==> src/rtl/tl_sensor_cond.sv <==
// Loop-detector conditioning: 2-FF sync, debounce, rising-edge events and
// per-lane saturating queue counts. Optional stale-queue timeout via TL_SENSOR_TIMEOUT_EN.
module tl_sensor_cond #(
    parameter int DB_CYCLES = 4,
    parameter int CNT_W     = 3,
    parameter int TIMEOUT   = 64
) (
    input  logic                 clk,
    input  logic                 reset_n,
    input  logic [3:0]           arr_raw,
    input  logic [3:0]           dep_raw,
    output logic                 Ta,
    output logic                 Tal,
    output logic                 Tb,
    output logic                 Tbl,
    output logic [4*CNT_W-1:0]   q_cnt
);

    localparam logic [3:0]       DB_LAST = 4'(DB_CYCLES - 1);
    localparam logic [CNT_W-1:0] CNT_MAX = '1;

    if (DB_CYCLES < 1 || DB_CYCLES > 15 || TIMEOUT < 2 || TIMEOUT > 65535) begin : g_param_check
        $error("tl_sensor_cond: DB_CYCLES or TIMEOUT out of range");
    end

    // Bits [3:0] are arrivals, [7:4] departures, both in lane order A, A-left, B, B-left.
    logic [7:0]       s1_q, s1_d, s2_q, s2_d;
    logic [7:0]       filt_q, filt_d, filt_dly_q, filt_dly_d;
    logic [7:0]       ev_q, ev_d;
    logic [3:0]       db_cnt_q [8];
    logic [3:0]       db_cnt_d [8];
    logic [CNT_W-1:0] cnt_q [4];
    logic [CNT_W-1:0] cnt_d [4];

    // NOTE: every always_comb output gets a default first so no path can infer a latch.
    always_comb begin
        s1_d       = {dep_raw, arr_raw};
        s2_d       = s1_q;
        filt_d     = filt_q;
        filt_dly_d = filt_q;
        ev_d       = filt_q & ~filt_dly_q;
        for (int b = 0; b < 8; b++) begin
            db_cnt_d[b] = '0;
            if (s2_q[b] != filt_q[b]) begin
                if (db_cnt_q[b] == DB_LAST) begin
                    filt_d[b] = s2_q[b];
                end else begin
                    db_cnt_d[b] = db_cnt_q[b] + 4'd1;
                end
            end
        end
    end

`ifdef TL_SENSOR_TIMEOUT_EN
    localparam logic [15:0] TMO_LAST = 16'(TIMEOUT - 1);

    logic [15:0] tmr_q [4];
    logic [15:0] tmr_d [4];
`endif

    always_comb begin
        for (int l = 0; l < 4; l++) begin
            cnt_d[l] = cnt_q[l];
            if (ev_q[l] && !ev_q[l+4] && cnt_q[l] != CNT_MAX) begin
                cnt_d[l] = cnt_q[l] + CNT_W'(1);
            end else if (ev_q[l+4] && !ev_q[l] && cnt_q[l] != '0) begin
                cnt_d[l] = cnt_q[l] - CNT_W'(1);
            end
`ifdef TL_SENSOR_TIMEOUT_EN
            // Any event restarts the idle timer and wins over a simultaneous expiry.
            tmr_d[l] = '0;
            if (!ev_q[l] && !ev_q[l+4] && cnt_q[l] != '0) begin
                if (tmr_q[l] == TMO_LAST) begin
                    cnt_d[l] = '0;
                end else begin
                    tmr_d[l] = tmr_q[l] + 16'd1;
                end
            end
`endif
        end
    end

    // NOTE: sequential state is written only with non-blocking assignments.
    // NOTE: the small per-bit/per-lane arrays are control state, so they are reset like any flop.
    always_ff @(posedge clk or negedge reset_n) begin
        if (!reset_n) begin
            s1_q       <= '0;
            s2_q       <= '0;
            filt_q     <= '0;
            filt_dly_q <= '0;
            ev_q       <= '0;
            for (int b = 0; b < 8; b++) db_cnt_q[b] <= '0;
            for (int l = 0; l < 4; l++) cnt_q[l] <= '0;
        end else begin
            s1_q       <= s1_d;
            s2_q       <= s2_d;
            filt_q     <= filt_d;
            filt_dly_q <= filt_dly_d;
            ev_q       <= ev_d;
            for (int b = 0; b < 8; b++) db_cnt_q[b] <= db_cnt_d[b];
            for (int l = 0; l < 4; l++) cnt_q[l] <= cnt_d[l];
        end
    end

`ifdef TL_SENSOR_TIMEOUT_EN
    always_ff @(posedge clk or negedge reset_n) begin
        if (!reset_n) begin
            for (int l = 0; l < 4; l++) tmr_q[l] <= '0;
        end else begin
            for (int l = 0; l < 4; l++) tmr_q[l] <= tmr_d[l];
        end
    end
`else
`endif

    for (genvar l = 0; l < 4; l++) begin : g_pack
        assign q_cnt[l*CNT_W +: CNT_W] = cnt_q[l];
    end

    assign Ta  = (cnt_q[0] != '0);
    assign Tal = (cnt_q[1] != '0);
    assign Tb  = (cnt_q[2] != '0);
    assign Tbl = (cnt_q[3] != '0);

endmodule
==> config.mk <==
export PLATFORM = sky130hd
export DESIGN_NAME = tl_sensor_cond
export DESIGN_NICKNAME = d
export VERILOG_FILES = /design/src/rtl/tl_sensor_cond.sv
export SDC_FILE = /design/constraint.sdc
export NUM_CORES = 1
export LEC_CHECK = 0
export ABC_AREA = 0
export BUFFER_PORTS_ARGS = -buffer_cell sky130_fd_sc_hd__buf_4
export CORE_MARGIN = 2
export CORE_UTILIZATION = 45
export DETAILED_ROUTE_END_ITERATION = 6
export PLACE_DENSITY = 0.65
export REMOVE_ABC_BUFFERS = 1
export SLEW_MARGIN = 20
export SYNTH_ARGS = -nofsm -noshare
export SYNTH_HDL_FRONTEND = slang
export SYNTH_SLANG_ARGS = --single-unit
==> constraint.sdc <==
create_clock -name clk -period 4.5 [get_ports clk]
set_input_delay 0.45 -clock clk [delete_from_list [all_inputs] [get_ports clk]]
set_output_delay 0.45 -clock clk [all_outputs]
set_load 0.02 [all_outputs]
# Word level (Yosys, flattened, before mapping)
# Index checks and enable logic that the tools add are counted.
dict set report op_classes {
  addsub 16
  eq_ne 20
  muxes 24
  n_bitwise 2
  reduce_logical 40
}
# cell n
set ops {}
lappend ops {{$mux W4} 16}
lappend ops {{$add A4 B1 Y4 const B} 8}
lappend ops {{$eq A4 B2 Y1 const B} 8}
lappend ops {{$mux W3} 8}
lappend ops {{$logic_and A1 B1 Y1} 16}
lappend ops {{$reduce_and A2 Y1} 8}
lappend ops {{$add A3 B1 Y3 const B} 4}
lappend ops {{$ne A3 B3 Y1 const B} 4}
lappend ops {{$reduce_bool A3 Y1} 4}
lappend ops {{$sub A3 B1 Y3 const B} 4}
lappend ops {{$and A8 B8 Y8} 1}
lappend ops {{$logic_not A1 Y1} 8}
lappend ops {{$ne A1 B1 Y1} 8}
lappend ops {{$not A8 Y8} 1}
lappend ops {{$reduce_bool A2 Y1} 4}
dict set report word_totals {
  register_bits 84
  input_bits 10
  out_inout_bits 16
  elab_cells 126
}

# Depth between registers and ports, before layout
dict set report logic_depth {
  word_depth 5
  depth_mapped 7
  mapped_depth_nobuf 6
}

# Worst setup path after synthesis
# OpenSTA, ideal clock, no wires.
dict set report synth_path {
  kind {reg-to-reg}
  from {register cnt_q, in the netlist q_cnt[11]}
  to {register cnt_q, in the netlist q_cnt[10]}
  setup_time_ns 0.131
  arrival_time_ns 1.813
  t_required_ns 4.369
  path_slack_ns 2.556
  path_stages_with_launch 8
  n_path_buf 1
  period_less_slack_ns 1.944
  cell_sequence {dfrtp_1 buf_2 nand3_1 nand3b_1 fa_1 or3b_1 a21oi_1 a211oi_1}
}
# element line
set synth_rtl {}
lappend synth_rtl {{start: declaration} 32} ;# logic [CNT_W-1:0] cnt_q [4];

==> flow_summary.json <==
{
  "r2r_start": "q_cnt[10]$_DFFE_PN0P_",
  "routed-wl-met3_um": 194,
  "min_period_ns": 1.959,
  "dr_total_vias": 2355,
  "r2r_end": "q_cnt[10]$_DFFE_PN0P_",
  "rows": 33,
  "relSlewSlack_pct": 58.03,
  "grt_setup_unrepaired": "no",
  "syn_area_per_cell_sq_um": 12.04,
  "ff2ff_setup_slack_ns": 2.54,
  "max_clock_freq_ghz": 0.5104,
  "worst_slew_pin_slew_ns": 0.6295,
  "die_y_um": 96.38,
  "setup_tns_ns": 0,
  "grt_remaining_overflow": 0,
  "wl_met1_um": 2657,
  "drc": 0,
  "first_global_vias": 2125,
  "slew_viol_final": 0,
  "clockBufferDepth": 2,
  "grt_usage_pct": 13.32,
  "clock-root-buffer": "clkbuf_8",
  "async_reset_ff_share_pct": 100.0,
  "met2_length_um": 2532,
  "n_antenna_cell": 0,
  "dieWidth_um": 96.38,
  "p_leak_uw": 0.001863,
  "grt_max_degree": 54,
  "ys_types": 39,
  "area_delta_synth_final_pct": 12.22,
  "ys.warnings.count": 0,
  "wl_per_cell_um": 12.16,
  "numCtsBuffers": 9,
  "synth-edff-count": 0,
  "clk_latency_ns": 0.35,
  "drt_pass1_iterations": 4,
  "period_share_pct": 43.54,
  "place_congestion": 0.7403,
  "clock_skew_ns": 0.003860,
  "cts_sinks": 84,
  "crit_fanout": 12,
  "clk_pin_slew_ns": 0.08,
  "r2r_cells": 6,
  "ios": 26,
  "worstSetupPathType": "flip-flop to flip-flop",
  "top_layer": "met4",
  "drtIter0Drc": 113,
  "synth-seq-cells": 84,
  "outcome": "finished clean",
  "drive_gt1_share_pct": 15.90,
  "cts_tree": "done",
  "die_area_sq_um": 9288,
  "core_sq_um": 8258,
  "wl_um": 5483,
  "netlist_area_sq_um": 3840,
  "final_hold_viol_count": 0,
  "dp_hpwl_um": 3603,
  "finalSetupViolations": 0,
  "antenna_found_initial": 0,
  "crit_path_end_kind": "flip-flop",
  "start_kind": "flip-flop",
  "postRouteAntennaNets": 0,
  "hold_class": "input port to async pin",
  "hold_ws_ns": 0.02540,
  "vias_per_cell": 5.222,
  "fill_cells": 753,
  "synth_cells": 319,
  "nNetsFinal": 363,
  "cp-startpoint": "q_cnt[10]$_DFFE_PN0P_",
  "ctsHoldBuffers": 0,
  "placement.io_buffers": 25,
  "cp.required_ns": 4.72,
  "crit_arrival_ns": 2.17,
  "grt_pass1_wl_um": 9439,
  "cts_resized": 0,
  "synth_ff_type": "dfrtp_1",
  "ir_drop_v": 0.0003325,
  "yosysSeqAreaShare_pct": 54.74,
  "post_cts_buffers": 0,
  "p_per_area_nw_per_um2": 699.8,
  "htree_levels": 3,
  "start_util_pct": 46.50,
  "drv_cap": 0
}
## cells by family (layout without fill, tap and decap cells)
group / Yosys count / in the layout / share of synthesized area [%]
multiplexers: 13 / 13 / 3.812
AO/OA/AOI/OAI: 46 / 46 / 7.853
buffers and inverters: 16 / 43 / 2.900
flip-flops: 84 / 84 / 54.74
AND/OR/NAND/NOR: 128 / 128 / 21.44
XOR/XNOR: 20 / 20 / 4.562
adder cells (fa/ha/maj): 12 / 12 / 4.692
## power by group
| group | switching (uW) | leakage, uW | internal [uW] | total [uW] |
|---|---|---|---|---|
| clock network | 249 | 0.000127 | 398 | 647 |
| registers | 329 | 0.00106 | 979 | 1310 |
| logic | 476 | 0.000677 | 584 | 1060 |
| total | 1050 | 0.00186 | 1960 | 3020 |
## placed cells by master, fill, tap and decap left out, types with 2 or more instances in the layout
| cell | Yosys | routed |
|---|---|---|
| a21o_1 | 4 | 4 |
| o21ai_1 | 5 | 5 |
| or3b_1 | 3 | 3 |
| and4b_1 | 3 | 3 |
| a211oi_1 | 3 | 3 |
| dfrtp_1 | 84 | 84 |
| and3b_1 | 2 | 2 |
| mux2_2 | 10 | 10 |
| o21ai_0 | 5 | 5 |
| o22ai_1 | 4 | 4 |
| mux2_1 | 3 | 3 |
| or3_1 | 7 | 7 |
| nand3b_1 | 13 | 13 |
| nor4b_2 | 3 | 3 |
| fa_1 | 4 | 4 |
| xor2_1 | 9 | 9 |
| a21oi_1 | 12 | 12 |
| nor3b_1 | 13 | 13 |
| bufinv_16 | 0 | 3 |
| ha_1 | 8 | 8 |
| buf_4 | 3 | 26 |
| xnor2_1 | 11 | 11 |
| nand2b_1 | 16 | 16 |
| clkbuf_8 | 0 | 11 |
| nor2_1 | 13 | 13 |
| nor3_1 | 8 | 8 |
| o32a_1 | 3 | 3 |
| o31ai_1 | 3 | 3 |
| a32oi_1 | 3 | 3 |
| nand2_1 | 4 | 4 |
| nor2b_1 | 21 | 21 |
| nand3_1 | 20 | 20 |
## critical path, cell delays in order (launching register included)
cell	delay [ns]
dfrtp_1	0.55
nand3_1	0.13
nand3b_1	0.12
fa_1	0.47
or3b_1	0.37
a21oi_1	0.13
a211oi_1	0.06
## metrics by stage
step / utilization [%] / instances / total power (uW) / setup slack, ns / area [sq um]
5_1_grt: 52.18 / 451 / 3255 / 2.369 / 4309
6_report: 52.18 / 451 / 3015 / 2.541 / 4309
2_1_floorplan: - / 304 / 2083 / 2.581 / 3732
3_3_place_gp: 49.15 / 435 / 2350 / 2.620 / 4059
4_1_cts: 52.18 / 451 / 3059 / 2.548 / 4309
3_5_place_dp: 49.15 / 435 / 2394 / 2.558 / 4059
## registers in the layout, indices dropped and copies added (netlist names)
signal,count
db_cnt_q,32
q_cnt,12
ev_q,8
filt_dly_d,8
filt_dly_q,8
s1_q,8
s2_q,8
## cell usage after synthesis, types with 2 or more instances
master | instances | area [sq um]
buf_4 | 3 | 22.52
o21ai_0 | 5 | 25.02
nand3b_1 | 13 | 97.59
a211oi_1 | 3 | 22.52
o32a_1 | 3 | 30.03
nor3_1 | 8 | 40.04
xnor2_1 | 11 | 96.34
a21oi_1 | 12 | 60.06
mux2_2 | 10 | 112.6
nor2b_1 | 21 | 131.4
and4b_1 | 3 | 30.03
and3b_1 | 2 | 17.52
nor2_1 | 13 | 48.80
dfrtp_1 | 84 | 2102
nand3_1 | 20 | 100.1
o22ai_1 | 4 | 25.02
o31ai_1 | 3 | 22.52
ha_1 | 8 | 100.1
buf_2 | 8 | 40.04
o21ai_1 | 5 | 25.02
or3_1 | 7 | 43.79
fa_1 | 4 | 80.08
a32oi_1 | 3 | 26.28
or3b_1 | 3 | 26.28
xor2_1 | 9 | 78.83
nor4b_2 | 3 | 45.04
nand2b_1 | 16 | 100.1
nor3b_1 | 13 | 97.59
mux2_1 | 3 | 33.78
nand2_1 | 4 | 15.01
a21o_1 | 4 | 30.03
buf_6 | 4 | 45.04
## per-layer routing
| layer | up-vias | track usage (%) |
|---|---|---|
| met2 | 31 | 19.97 |
| met4 | 0 | 6.690 |
| met5 | - | 0 |
| li1 | 1173 | - |
| met3 | 9 | 4.189 |
| met1 | 1142 | 17.52 |
## final cells by class
type / count / area, sq um / area share (%)
Clock inverter: 4 / 95.09 / 2.207
Timing Repair Buffer: 26 / 195.2 / 4.530
Tap cell: 105 / 131.4 / 3.049
Sequential cell: 84 / 2102 / 48.78
Clock buffer: 12 / 155.1 / 3.600
Inverter: 1 / 3.754 / 0.08711
Multi-Input combinational cell: 219 / 1627 / 37.75
## worst max path at each step
| stage | to | slack, ns | cells past startpoint |
|---|---|---|---|
| 3_3_place_gp | q_cnt[4]$_DFFE_PN0P_ | 2.62 | 6 |
| 3_5_place_dp | q_cnt[10]$_DFFE_PN0P_ | 2.56 | 6 |
| 6_report | q_cnt[10]$_DFFE_PN0P_ | 2.54 | 6 |
| 2_1_floorplan | q_cnt[10]$_DFFE_PN0P_ | 2.58 | 6 |
| 5_1_grt | q_cnt[4]$_DFFE_PN0P_ | 2.37 | 6 |
| 4_1_cts | q_cnt[10]$_DFFE_PN0P_ | 2.55 | 6 |
(Power assumes the default switching activity.)
